**src/rtl/round_robin_dispatch_if.sv**
```systemverilog
// Stream bundle for the 1-to-REQ_NUM packet dispatcher: one input stream,
// REQ_NUM output streams, per-output enables and a packet-busy flag.
interface round_robin_dispatch_if #(
    parameter int REQ_NUM = 8
);
    logic               valid_in;
    logic               data_in;
    logic               last_in;
    logic               ready_in;
    logic [REQ_NUM-1:0] dst_en;
    logic [REQ_NUM-1:0] valid_out;
    logic [REQ_NUM-1:0] data_out;
    logic [REQ_NUM-1:0] last_out;
    logic [REQ_NUM-1:0] ready_out;
    logic               busy;

    modport master (
        output valid_in, data_in, last_in, dst_en, ready_out,
        input  ready_in, valid_out, data_out, last_out, busy
    );

    modport slave (
        input  valid_in, data_in, last_in, dst_en, ready_out,
        output ready_in, valid_out, data_out, last_out, busy
    );
endinterface

```
**src/rtl/round_robin_dispatch.sv**
```systemverilog
// Packet-level round-robin distributor: whole packets from one stream are
// spread over REQ_NUM outputs in rotating order through one output register.
module round_robin_dispatch #(
    parameter int REQ_NUM = 8
) (
    input  logic                     clk,
    input  logic                     rst_n,
    round_robin_dispatch_if.slave    bus
);
    localparam int IDX_W = $clog2(REQ_NUM);

    logic             in_pkt_reg;
    logic [IDX_W-1:0] cur_dst_reg;
    logic [IDX_W-1:0] ptr_reg;
    logic             obuf_v_reg;
    logic             obuf_d_reg;
    logic             obuf_l_reg;
    logic [IDX_W-1:0] obuf_dst_reg;

    logic [IDX_W:0]   sum_w    [REQ_NUM];
    logic [IDX_W-1:0] cand_idx [REQ_NUM];
    logic [REQ_NUM-1:0] cand_hit;
    logic [IDX_W-1:0] nxt_idx;
    logic             any_en;
    logic             accept;
    logic             drain;

    // Candidate gi is the port gi+1 places after ptr, wrapped; ptr itself is last.
    genvar gi;
    generate
        for (gi = 0; gi < REQ_NUM; gi++) begin : g_cand
            assign sum_w[gi]    = {1'b0, ptr_reg} + (IDX_W+1)'(gi + 1);
            assign cand_idx[gi] = (sum_w[gi] >= (IDX_W+1)'(REQ_NUM))
                                ? IDX_W'(sum_w[gi] - (IDX_W+1)'(REQ_NUM))
                                : sum_w[gi][IDX_W-1:0];
            assign cand_hit[gi] = bus.dst_en[cand_idx[gi]];
        end
    endgenerate

    always_comb begin
        nxt_idx = ptr_reg;
        for (int k = REQ_NUM - 1; k >= 0; k--) begin
            if (cand_hit[k]) nxt_idx = cand_idx[k];
        end
    end

    assign any_en       = |bus.dst_en;
    assign drain        = obuf_v_reg && bus.ready_out[obuf_dst_reg];
    assign bus.ready_in = (in_pkt_reg || any_en) && (!obuf_v_reg || bus.ready_out[obuf_dst_reg]);
    assign accept       = bus.valid_in && bus.ready_in;

    always_ff @(posedge clk or negedge rst_n) begin
        if (!rst_n) begin
            in_pkt_reg   <= 1'b0;
            cur_dst_reg  <= '0;
            ptr_reg      <= IDX_W'(REQ_NUM - 1);
            obuf_v_reg   <= 1'b0;
            obuf_d_reg   <= 1'b0;
            obuf_l_reg   <= 1'b0;
            obuf_dst_reg <= '0;
        end else if (accept) begin
            obuf_v_reg   <= 1'b1;
            obuf_d_reg   <= bus.data_in;
            obuf_l_reg   <= bus.last_in;
            obuf_dst_reg <= in_pkt_reg ? cur_dst_reg : nxt_idx;
            if (!in_pkt_reg) begin
                cur_dst_reg <= nxt_idx;
                ptr_reg     <= nxt_idx;
            end
            // A single-beat packet opens and closes in the same cycle.
            in_pkt_reg <= !bus.last_in;
        end else if (drain) begin
            obuf_v_reg <= 1'b0;
        end
    end

    generate
        for (gi = 0; gi < REQ_NUM; gi++) begin : g_out
            assign bus.valid_out[gi] = obuf_v_reg && (obuf_dst_reg == IDX_W'(gi));
            assign bus.data_out[gi]  = bus.valid_out[gi] && obuf_d_reg;
            assign bus.last_out[gi]  = bus.valid_out[gi] && obuf_l_reg;
        end
    endgenerate

    assign bus.busy = in_pkt_reg;
endmodule

```
**src/flat_wrapper.sv**
```systemverilog
// flat-port wrapper written by rule: the top's interface ports become plain ports
module round_robin_dispatch_flat 
#(
    parameter int REQ_NUM = 8
)
  (clk, rst_n, bus_valid_in, bus_data_in, bus_last_in, bus_dst_en, bus_ready_out, bus_ready_in, bus_valid_out, bus_data_out, bus_last_out, bus_busy);
  round_robin_dispatch_if #(.REQ_NUM(REQ_NUM)) bus_i ();
  input  logic clk;
  input  logic rst_n;
  input wire logic [$bits(bus_i.valid_in)-1:0] bus_valid_in;
  input wire logic [$bits(bus_i.data_in)-1:0] bus_data_in;
  input wire logic [$bits(bus_i.last_in)-1:0] bus_last_in;
  input wire logic [$bits(bus_i.dst_en)-1:0] bus_dst_en;
  input wire logic [$bits(bus_i.ready_out)-1:0] bus_ready_out;
  output wire logic [$bits(bus_i.ready_in)-1:0] bus_ready_in;
  output wire logic [$bits(bus_i.valid_out)-1:0] bus_valid_out;
  output wire logic [$bits(bus_i.data_out)-1:0] bus_data_out;
  output wire logic [$bits(bus_i.last_out)-1:0] bus_last_out;
  output wire logic [$bits(bus_i.busy)-1:0] bus_busy;
  assign bus_i.valid_in = bus_valid_in;
  assign bus_i.data_in = bus_data_in;
  assign bus_i.last_in = bus_last_in;
  assign bus_i.dst_en = bus_dst_en;
  assign bus_i.ready_out = bus_ready_out;
  assign bus_ready_in = bus_i.ready_in;
  assign bus_valid_out = bus_i.valid_out;
  assign bus_data_out = bus_i.data_out;
  assign bus_last_out = bus_i.last_out;
  assign bus_busy = bus_i.busy;
  round_robin_dispatch #(.REQ_NUM(REQ_NUM)) u_core (.clk(clk), .rst_n(rst_n), .bus(bus_i));
endmodule
```
**config.mk**
```make
export PLATFORM = sky130hd
export DESIGN_NAME = round_robin_dispatch_flat
export DESIGN_NICKNAME = d
export VERILOG_FILES = /design/src/rtl/round_robin_dispatch_if.sv /design/src/rtl/round_robin_dispatch.sv /design/src/flat_wrapper.sv
export SDC_FILE = /design/constraint.sdc
export NUM_CORES = 1
export LEC_CHECK = 0
export CORE_AREA = 2 2 68 57
export DETAILED_ROUTE_END_ITERATION = 7
export DIE_AREA = 0 0 70 59
export PLACE_DENSITY_LB_ADDON = 0.2
export SLEW_MARGIN = 20
export SYNTH_ARGS = -nofsm -noshare
export SYNTH_HDL_FRONTEND = slang
export SYNTH_SLANG_ARGS = --single-unit
```
**constraint.sdc**
```tcl
create_clock -name clk -period 4.2 [get_ports clk]
set_input_delay 0.42 -clock clk [delete_from_list [all_inputs] [get_ports clk]]
set_output_delay 0.42 -clock clk [all_outputs]
set_load 0.01 [all_outputs]
```
; ---- After elaboration in Yosys (flattened, before gate mapping)
; Index checks and enable logic that the tools add are counted.
[op_classes]
addsub = 16
magnitude_cmp = 17
eq_ne = 7
muxes = 36
bitwise_logic = 1
reduce_logical = 35
[ops]
columns = operator, count
row1 = 3-bit 2-to-1 mux, 16
row2 = "3-bit by 4-bit < comparator with 1-bit output, second input constant", 9
row3 = "4-bit >= comparator, second input constant", 8
row4 = 1-bit binary-select mux with 3-bit select, 9
row5 = 1-bit logical AND, 27
row6 = "3-bit by 1-bit subtractor with 3-bit output, second input constant", 8
row7 = "3-bit by 3-bit adder with 4-bit output, second input constant", 4
row8 = "3-bit equality test, second input constant", 4
row9 = 1-bit 2-to-1 mux, 11
row10 = "3-bit by 2-bit adder with 4-bit output, second input constant", 2
row11 = 8-bit OR reduction, 1
row12 = "3-bit by 2-bit equality test with 1-bit output, second input constant", 2
row13 = "3-bit by 1-bit adder with 4-bit output, second input constant", 1
row14 = "3-bit by 4-bit adder with 4-bit output, second input constant", 1
row15 = "3-bit by 1-bit equality test with 1-bit output, second input constant", 1
row16 = 3-bit logical NOT, 1
row17 = 1-bit logical NOT, 2
row18 = 1-bit logical OR, 2
row19 = 2-bit AND reduction, 1
row20 = 2-bit nonzero test, 1
row21 = 1-bit NOT, 1
[totals]
ff_bits = 10
inputBits = 21

; ---- Logic depth before layout (Yosys ltp)
; Gate-level depths: netlist of run 1.
[logic_depth]
word_depth = 13
mapped_depth = 11

; ---- Worst setup path after synthesis of run 1
; Ideal clock, no wire load.
[synth_path]
path_kind = flip-flop to flip-flop
from = reg u_core.ptr_reg[0]
to = reg u_core.ptr_reg[1]
arrival_ps = 2901
required_time_ps = 4118
slack_ps = 1218
stages_incl_launch_ff = 12
n_path_buf = 3
period_less_slack_ps = 2982
cell_sequence = dfstp_2 buf_2 buf_2 inv_1 ha_1 buf_2 mux4_2 mux2i_1 nor2_1 o311ai_0 a221oi_1 nor3_1
[synth_via]
elab_chain_len = 13
elab_cells_between_ends = 56
[synth_rtl]
columns = item, line
row1 = from (decl), round_robin_dispatch.sv:14  ; logic [IDX_W-1:0] ptr_reg;
row2 = from (signal assigned), round_robin_dispatch.sv:56  ; ptr_reg <= IDX_W'(REQ_NUM - 1);
row3 = from (signal assigned), round_robin_dispatch.sv:68  ; ptr_reg <= nxt_idx;
row4 = 3-bit by 4-bit adder with 4-bit output, round_robin_dispatch.sv:32  ; assign sum_w[gi] = {1'b0, ptr_reg} + (IDX_W+1)'(gi + 1);
row5 = 4-bit >= comparator / 3-bit by 1-bit subtractor with 3-bit output (equally long branches), "round_robin_dispatch.sv:33, round_robin_dispatch.sv:34"
row6 = 3-bit 2-to-1 mux, round_robin_dispatch.sv:34  ; ? IDX_W'(sum_w[gi] - (IDX_W+1)'(REQ_NUM))
row7 = 1-bit binary-select mux with 3-bit select, round_robin_dispatch.sv:36  ; assign cand_hit[gi] = bus.dst_en[cand_idx[gi]];
row8 = 1-bit 2-to-1 mux (not written as such), round_robin_dispatch.sv:36
row9 = 3-bit 2-to-1 mux (7 in series), round_robin_dispatch.sv:43  ; if (cand_hit[k]) nxt_idx = cand_idx[k];
row10 = 3-bit 2-to-1 mux (*), round_robin_dispatch.sv:43
; Mark *: on every way between the ends. The rest lies on a longest branch, timed or not. The select of a mux whose other input is x is not followed.
; A chain may end at the register's enable or synchronous reset.

; ---- Final worst setup path of run 1
[layout_path]
from = reg u_core.ptr_reg[1]
to = reg u_core.ptr_reg[1]
; Same word-level chain as after synthesis.

==> reports/summary.log, run 1 <==
[drt] wire length on met1 2160 um
[finish] synthesis-to-finish area growth 31.1%
[cts] clock input transition at the sequential cells of the worst setup and hold paths 0.05 ns
[setup_path] startpoint class of the critical path register
[placed_design] count of buffers from port buffering 46
[global_route] via count of the first global-routing pass 1376
[synth] Avg Cell Area, Syn 8.53 um^2
[timing] number of setup violations in the final report 0
[synth] asr flop ratio synth 100%
[finish] post-route cell area 0.00215 mm^2
[global_route] largest net degree at the start of global routing 24
[cts] Hold-fix buffers, CTS 0
[timing] number of pins with negative max-slew slack in the final report 0
[drt] post-DR wirelength/cell 15.7 um
[power_and_ir_drop] maximum VDD drop 0.489 mV
[timing] transition time at the pin with the least slew margin 0.559 ns
[synth] synth unique cells 48
[setup_path] internal reg-to-reg setup slack 1.17 ns
[synth] netlist area before placement 0.00164 mm^2
[timing] share of the clock period used by the worst path after layout 72.1%
[synth] sequential area share after synthesis 15.5%
[flow_run] total of max-cap violations 0
[synth] number of warnings printed during yosys synthesis 0
[global_route] initial antenna violation count 0
[setup_path] worst r2r src u_core.ptr_reg[1]$_DFFE_PN1P_
[cts] Sinks on Clock Net 10
[finish] Antenna Diode Count 0
[cts] number of levels the H-tree was split into 1
[setup_path] critical path data arrival time 3.17 ns
[synth] EDFF count, synth 0
[global_route] grt ovf 0
[drt] DRT Wirelength 4300 um
[drt] final routed DRC violation total 0
[hold_path] type of the most critical hold path input port to asynchronous set/reset pin
[floorplanning] effective utilization at floorplan 48.5%
[synth] number of flip-flops and latches in the synthesized netlist 10
[finish] fraction of the core area covered by cells at the end of the flow 63.6%
[setup_path] number of cell instances on the worst register-to-register path 8
[cts] clock tree from TritonCTS done
[floorplanning] I/O pin cnt 47
[timing] worst clock skew on the final layout 0.00828 ns
[cts] cells resized by post-CTS repair 0
[power_and_ir_drop] Clock power frac 6.3%
[cts] deepest clock path buffer count 2
[power_and_ir_drop] power density normalized to cell area 763 mW/mm^2
[power_and_ir_drop] Logic pwr share 78.0%
[drt] met2 wirelength from detailed routing 1870 um
[setup_path] kind of end point of the critical path register
[cts] clock latency reported for the late side of the worst-skew pair 0.24 ns
[setup_path] classification of the worst setup path register to register
[setup_path] reg-to-reg endpoint u_core.ptr_reg[1]$_DFFE_PN1P_
[finish] leading cell type in the layout, fill and taps excluded sky130_fd_sc_hd__clkdlybuf4s50_1
[synth] cells after synthesis 192
[finish] final-stage net count 256
[cts] TritonCTS Buffers 3
[global_route] first-pass GRT wire length 6980 um
[power_and_ir_drop] sw frac 48.7%
[power_and_ir_drop] cell leakage power 0.787 nW
[placed_design] post-placement cell area 0.00210 mm^2
[outcome] status complete, no violations
[timing] setup repair after global routing missed its margin no
[timing] final worst path period need 3.03 ns
[global_route] All-Layer GR Usage 21.3%
[power_and_ir_drop] Power Internal 0.840 mW
[cts] CTS Root Buffer Type sky130_fd_sc_hd__clkbuf_8
[drt] Top Layer Used met3
[floorplanning] Die Ht 59 um
[placed_design] half-perimeter wire length of the detailed placement result 3500 um
[setup_path] Critical Path Fanout Max 13
[cts] number of post-CTS setup repair buffers 0
[timing] maximum clock frequency 0.330 GHz
[synth] Synth Flop Type sky130_fd_sc_hd__dfrtp_1
[power_and_ir_drop] share of power burned in registers 15.7%
[timing] final hold viol count 0
[drt] number of vias in the routed layout 1601
[drt] WL met3 270 um
[drt] number of routed nets with antenna violations 0
[drt] number of DRC violations after detailed-routing iteration 0 78
[setup_path] required time of the critical path 4.35 ns
[synth] syn nets 215
[power_and_ir_drop] Net Switching 0.797 mW
[drt] vias per cell 5.84
[timing] Fin Setup TNS 0 ns
[floorplanning] area of the core 0.00338 mm^2
[floorplanning] width of the die 70 um
[floorplanning] Row Count 19
[timing] slew margin rel. 62.2%
[finish] commonest cells after routing, fill and taps aside 46 x sky130_fd_sc_hd__clkdlybuf4s50_1, 22 x sky130_fd_sc_hd__mux2i_1, 17 x sky130_fd_sc_hd__nand2_1, 17 x sky130_fd_sc_hd__and2_1, 13 x sky130_fd_sc_hd__nor2_1
[drt] First-pass DRT Iterations 4
[placed_design] placer congestion estimate 0.896
[finish] share of post-route cells with drive strength above 1 12.9%
[floorplanning] overall die area 0.00413 mm^2
-- cells in the mapped netlist, types with 2 or more instances --
cell	n	area share, %
sky130_fd_sc_hd__mux2_2	5	3.4
sky130_fd_sc_hd__mux2i_1	22	13
sky130_fd_sc_hd__buf_2	6	1.8
sky130_fd_sc_hd__clkbuf_1	4	0.92
sky130_fd_sc_hd__dfstp_2	3	4.8
sky130_fd_sc_hd__a311oi_1	2	1.1
sky130_fd_sc_hd__nand2b_1	5	1.9
sky130_fd_sc_hd__a221oi_1	2	1.1
sky130_fd_sc_hd__xor2_1	2	1.1
sky130_fd_sc_hd__mux4_2	8	11
sky130_fd_sc_hd__xnor2_1	4	2.1
sky130_fd_sc_hd__o21ai_0	7	2.1
sky130_fd_sc_hd__a221o_1	2	1.2
sky130_fd_sc_hd__a22oi_1	5	2.3
sky130_fd_sc_hd__nand2_1	17	3.9
sky130_fd_sc_hd__nor3_1	5	1.5
sky130_fd_sc_hd__nor2_1	13	3.0
sky130_fd_sc_hd__nand3_1	5	1.5
sky130_fd_sc_hd__nor2b_1	4	1.5
sky130_fd_sc_hd__inv_1	5	1.1
sky130_fd_sc_hd__and2_1	17	6.5
sky130_fd_sc_hd__or4_1	2	0.92
sky130_fd_sc_hd__ha_1	2	1.5
sky130_fd_sc_hd__dfrtp_1	7	11
sky130_fd_sc_hd__o22ai_1	4	1.5
sky130_fd_sc_hd__a21oi_1	10	3.1
sky130_fd_sc_hd__mux2_4	2	1.8
sky130_fd_sc_hd__o311ai_0	2	1.1
-- critical path, stage by stage, from the launching register on --
cell and delay, ns:
sky130_fd_sc_hd__dfstp_2 0.52, sky130_fd_sc_hd__inv_1 0.11, sky130_fd_sc_hd__ha_1 0.64, sky130_fd_sc_hd__mux4_2 0.47, sky130_fd_sc_hd__mux2i_1 0.25, sky130_fd_sc_hd__nor2_1 0.08, sky130_fd_sc_hd__o311ai_0 0.49, sky130_fd_sc_hd__a221oi_1 0.16
sky130_fd_sc_hd__nor3_1 0.23
-- how the worst max path moves through the flow --
stage	startpoint	to	slack, ns
after floorplan	u_core.ptr_reg[0]$_DFFE_PN1P_	u_core.ptr_reg[1]$_DFFE_PN1P_	1.22
after global placement	bus_dst_en[4]	bus_ready_in	1.26
after detailed placement	bus_dst_en[4]	bus_ready_in	1.23
after CTS	bus_dst_en[4]	bus_ready_in	1.22
after global routing	u_core.ptr_reg[1]$_DFFE_PN1P_	u_core.cur_dst_reg[1]$_DFFE_PN0P_	1.08
final	u_core.ptr_reg[1]$_DFFE_PN1P_	u_core.ptr_reg[1]$_DFFE_PN1P_	1.17
-- power groups by stage --
stage	Combinational, mW	Clock [mW]	Sequential [mW]
after floorplan	1.00	0	0.210
after global placement	1.25	0	0.261
after detailed placement	1.26	0	0.261
after CTS	1.27	0.105	0.259
after global routing	1.39	0.111	0.276
final	1.28	0.103	0.258
-- through the flow --
stage	total power, mW	worst slack, ns	instances	hold slack, ns
finish	1.64	1.17	274	0.499
global route	1.77	1.08	274	0.537
CTS	1.63	1.22	274	0.512
detailed placement	1.52	1.23	270	0.615
global placement	1.51	1.26	270	0.616
floorplan	1.21	1.22	192	0.124
-- cell families (layout without fill, tap and decap cells) --
logic type,count (synthesis),in the layout,synth area share [%]
DFF,10,10,15.5
adders and majority gates,2,2,1.53
xor gates and xnor gates,6,6,3.21
and+or+nand+nor,75,75,24.6
muxes,37,37,29.7
buffers and inverters,17,57,5.04
AOI/OAI and AO/OA,45,45,20.4
-- layout make-up --
| class | instances | area (um^2) |
|---|---|---|
| multi-input combinational | 165 | 1300 |
| fill | 300 | 1230 |
| timing repair buffer | 48 | 475 |
| sequential | 10 | 254 |
| tap | 42 | 52.6 |
| clock buffer | 4 | 45.0 |
| inverter | 5 | 18.8 |
-- routing by layer --
metal,vias up,GRT usage (%)
li1,804,-
met1,751,34.5
met2,46,30.2
met3,0,4.08
met4,0,1.65
met5,-,0
Note: power is estimated with default switching activity, not from simulation.
==> inputs of run 2 (changes only) <==
--- a/config.mk
+++ b/config.mk
@@ -5,9 +5,9 @@
 export SDC_FILE = /design/constraint.sdc
 export NUM_CORES = 1
 export LEC_CHECK = 0
-export CORE_AREA = 2 2 68 57
+export CORE_AREA = 2 2 72 60
 export DETAILED_ROUTE_END_ITERATION = 7
-export DIE_AREA = 0 0 70 59
+export DIE_AREA = 0 0 74 62
 export PLACE_DENSITY_LB_ADDON = 0.2
 export SLEW_MARGIN = 20
 export SYNTH_ARGS = -nofsm -noshare
==> constraint.sdc (replaced) <==
create_clock -name clk -period 2.7 [get_ports clk]
set_input_delay 0.27 -clock clk [delete_from_list [all_inputs] [get_ports clk]]
set_output_delay 0.27 -clock clk [all_outputs]
set_load 0.01 [all_outputs]
==> reports/summary.log, run 2 (same netlist as run 1, synthesis figures left out) <==
[global_route] via count of the first global-routing pass 1436 [was 1376]
[timing] share of the clock period used by the worst path after layout 95.4%
[setup_path] required time of the critical path 2.43 ns [was 4.35 ns]
[floorplanning] effective utilization at floorplan 41.3% [was 48.5%]
[setup_path] Worst path max stage delay 0.58 ns [was 0.64 ns]
[cts] clock tree from TritonCTS done [unchanged]
[drt] DRT Wirelength 4640 um [was 4300 um]
[timing] setup repair after global routing missed its margin no [unchanged]
[floorplanning] Die Ht 62 um [was 59 um]
[floorplanning] I/O pin cnt 47 [unchanged]
[timing] number of pins with negative max-slew slack in the final report 0 [unchanged]
[setup_path] CP max-delay cell sky130_fd_sc_hd__clkdlybuf4s50_1 [was sky130_fd_sc_hd__ha_1]
[power_and_ir_drop] maximum VDD drop 0.532 mV [was 0.489 mV]
[timing] final worst path period need 2.58 ns
[setup_path] internal reg-to-reg setup slack 0.19 ns [was 1.17 ns]
[setup_path] startpoint class of the critical path register [unchanged]
[power_and_ir_drop] power density normalized to cell area 1210 mW/mm^2 [was 763 mW/mm^2]
[drt] final routed DRC violation total 0 [unchanged]
[timing] worst clock skew on the final layout 0.00351 ns [was 0.00828 ns]
[drt] number of vias in the routed layout 1644 [was 1601]
[setup_path] kind of end point of the critical path primary output [was register]
[floorplanning] overall die area 0.00459 mm^2 [was 0.00413 mm^2]
[timing] slew margin rel. 66.1% [was 62.2%]
[finish] fraction of the core area covered by cells at the end of the flow 57.3% [was 63.6%]
[timing] Fin Setup TNS 0 ns [unchanged]
[finish] Antenna Diode Count 0 [unchanged]
[hold_path] type of the most critical hold path input port to asynchronous set/reset pin [unchanged]
[placed_design] count of buffers from port buffering 46 [unchanged]
[timing] transition time at the pin with the least slew margin 0.507 ns [was 0.559 ns]
[global_route] All-Layer GR Usage 20.7% [was 21.3%]
[cts] clock input transition at the sequential cells of the worst setup and hold paths 0.05 ns [about the same]
[global_route] largest net degree at the start of global routing 24 [unchanged]
[power_and_ir_drop] cell leakage power 0.845 nW [was 0.787 nW]
[cts] number of levels the H-tree was split into 1 [unchanged]
[cts] TritonCTS Buffers 3 [unchanged]
[setup_path] Critical Path Fanout Max 8 [was 13]
[finish] final-stage net count 267 [was 256]
[setup_path] critical path data arrival time 2.31 ns [was 3.17 ns]
[placed_design] pre-CTS setup slack 0.129 ns [was 1.23 ns]
[setup_path] Critical Path, Cell by Cell mux2i_1, mux4_2, a21oi_1, clkdlybuf4s50_1 [was inv_1, ha_1, mux4_2, mux2i_1, nor2_1, o311ai_0, a221oi_1, nor3_1]
[global_route] first-pass GRT wire length 7200 um [was 6980 um]
[flow_run] total of max-cap violations 0 [unchanged]
[timing] maximum clock frequency 0.388 GHz
[finish] commonest cells after routing, fill and taps aside 46 x sky130_fd_sc_hd__clkdlybuf4s50_1, 22 x sky130_fd_sc_hd__mux2i_1, 17 x sky130_fd_sc_hd__nand2_1, 17 x sky130_fd_sc_hd__and2_1, 13 x sky130_fd_sc_hd__nor2_1 [unchanged]
[placed_design] half-perimeter wire length of the detailed placement result 3680 um [was 3500 um]
[setup_path] Buffers & Inverters on Critical Path 1 [unchanged]
[cts] CTS Root Buffer Type sky130_fd_sc_hd__clkbuf_8 [unchanged]
[floorplanning] width of the die 74 um [was 70 um]
[timing] number of setup violations in the final report 0 [unchanged]
[timing] final hold viol count 0 [unchanged]
[drt] number of routed nets with antenna violations 0 [unchanged]
[global_route] initial antenna violation count 0 [unchanged]
[placed_design] placer congestion estimate 0.847 [was 0.896]
[drt] First-pass DRT Iterations 5 [was 4]
[cts] deepest clock path buffer count 2 [unchanged]
[finish] fill cell total of the finished layout 385 [was 300]
[finish] synthesis-to-finish area growth 38.9% [was 31.1%]
[cts] Hold-fix buffers, CTS 0 [unchanged]
[finish] share of post-route cells with drive strength above 1 17.7% [was 12.9%]
[finish] leading cell type in the layout, fill and taps excluded sky130_fd_sc_hd__clkdlybuf4s50_1 [unchanged]
[floorplanning] area of the core 0.00397 mm^2 [was 0.00338 mm^2]
[setup_path] CP top delay family multiplexers [unchanged]
[floorplanning] Row Count 21 [was 19]
[outcome] status complete, no violations [unchanged]
[power_and_ir_drop] total power draw 2.75 mW [was 1.64 mW]
[cts] clock latency reported for the late side of the worst-skew pair 0.24 ns [about the same]
[drt] number of DRC violations after detailed-routing iteration 0 102 [was 78]
[drt] vias per cell 5.48 [was 5.84]
[cts] Sinks on Clock Net 10 [unchanged]
[setup_path] classification of the worst setup path register to primary output [was register to register]
[global_route] grt ovf 0 [unchanged]
[drt] post-DR wirelength/cell 15.5 um [was 15.7 um]
[timing] setup slack of the critical path after layout 0.124 ns [was 1.17 ns]
-- run 2: cell types whose count changed in the layout (fill, tap and decap cells not counted) --
cell	delta
sky130_fd_sc_hd__buf_4	+10
sky130_fd_sc_hd__o311ai_0	-1
sky130_fd_sc_hd__buf_12	+1
sky130_fd_sc_hd__ha_4	+1
sky130_fd_sc_hd__dfrtp_2	+1
sky130_fd_sc_hd__dfrtp_1	-1
sky130_fd_sc_hd__ha_1	-1
sky130_fd_sc_hd__o311ai_1	+1
-- run 2: path summary, 6_finish.rpt --
kind	from	to	cells past startpoint
setup / recovery	u_core.cur_dst_reg[1]$_DFFE_PN0P_	bus_ready_in	4
hold / removal	rst_n	u_core.obuf_d_reg$_DFFE_PN0P_	1
setup reg to reg	u_core.ptr_reg[0]$_DFFE_PN1P_	u_core.cur_dst_reg[2]$_DFFE_PN0P_	7
hold reg to reg	u_core.cur_dst_reg[0]$_DFFE_PN0P_	u_core.cur_dst_reg[0]$_DFFE_PN0P_	2
max in group asynchronous	rst_n	u_core.cur_dst_reg[1]$_DFFE_PN0P_	1
min in group clk	bus_last_in	u_core.bus.busy$_DFFE_PN0P_	2
-- run 2: repair_timing --
action                     4_1_cts  5_1_grt
setup buffers                    0        3
setup endpoints to repair        0        4
gates resized for setup          0        1
-- run 2: routing by layer --
metal | vias to the layer above | GRT usage (%) | wire length, um
met5 | - | 0 | 0
met4 | 0 | 3.90 | 0
met3 | 0 | 4.35 | 286
met2 | 43 | 31.4 | 2110
met1 | 779 | 30.6 | 2250
li1 | 822 | - | -
-- run 2: cell type report --
type	count	area (um^2)	area share [%]
clock buffer	4	45.0	1.98
tap	57	71.3	3.14
sequential	10	255	11.2
multi-input combinational	165	1310	57.8
timing repair buffer	59	571	25.1
inverter	5	18.8	0.825
-- run 2: metrics by stage --
step | hold slack [ns] | area [um^2] | std cells
6_report | 0.375 | 2270 | 300
5_1_grt | 0.390 | 2270 | 300
4_1_cts | 0.385 | 2250 | 297
3_5_place_dp | 0.627 | 2210 | 293
3_3_place_gp | 0.607 | 2210 | 293
2_1_floorplan | -0.0256 | 1660 | 192
-- run 2: power breakdown --
group	total (mW)	switching, mW	internal, mW
logic	2.16	1.06	1.10
registers	0.422	0.178	0.244
clock network	0.161	0.0581	0.103
-- run 2: worst reg2reg max path, stage by stage, from the launching register on --
cell	delay [ns]
sky130_fd_sc_hd__dfstp_2	0.57
sky130_fd_sc_hd__inv_1	0.12
sky130_fd_sc_hd__ha_4	0.36
sky130_fd_sc_hd__mux4_2	0.37
sky130_fd_sc_hd__or4_1	0.59
sky130_fd_sc_hd__a21boi_0	0.18
sky130_fd_sc_hd__nor2_1	0.11
sky130_fd_sc_hd__o31ai_1	0.08
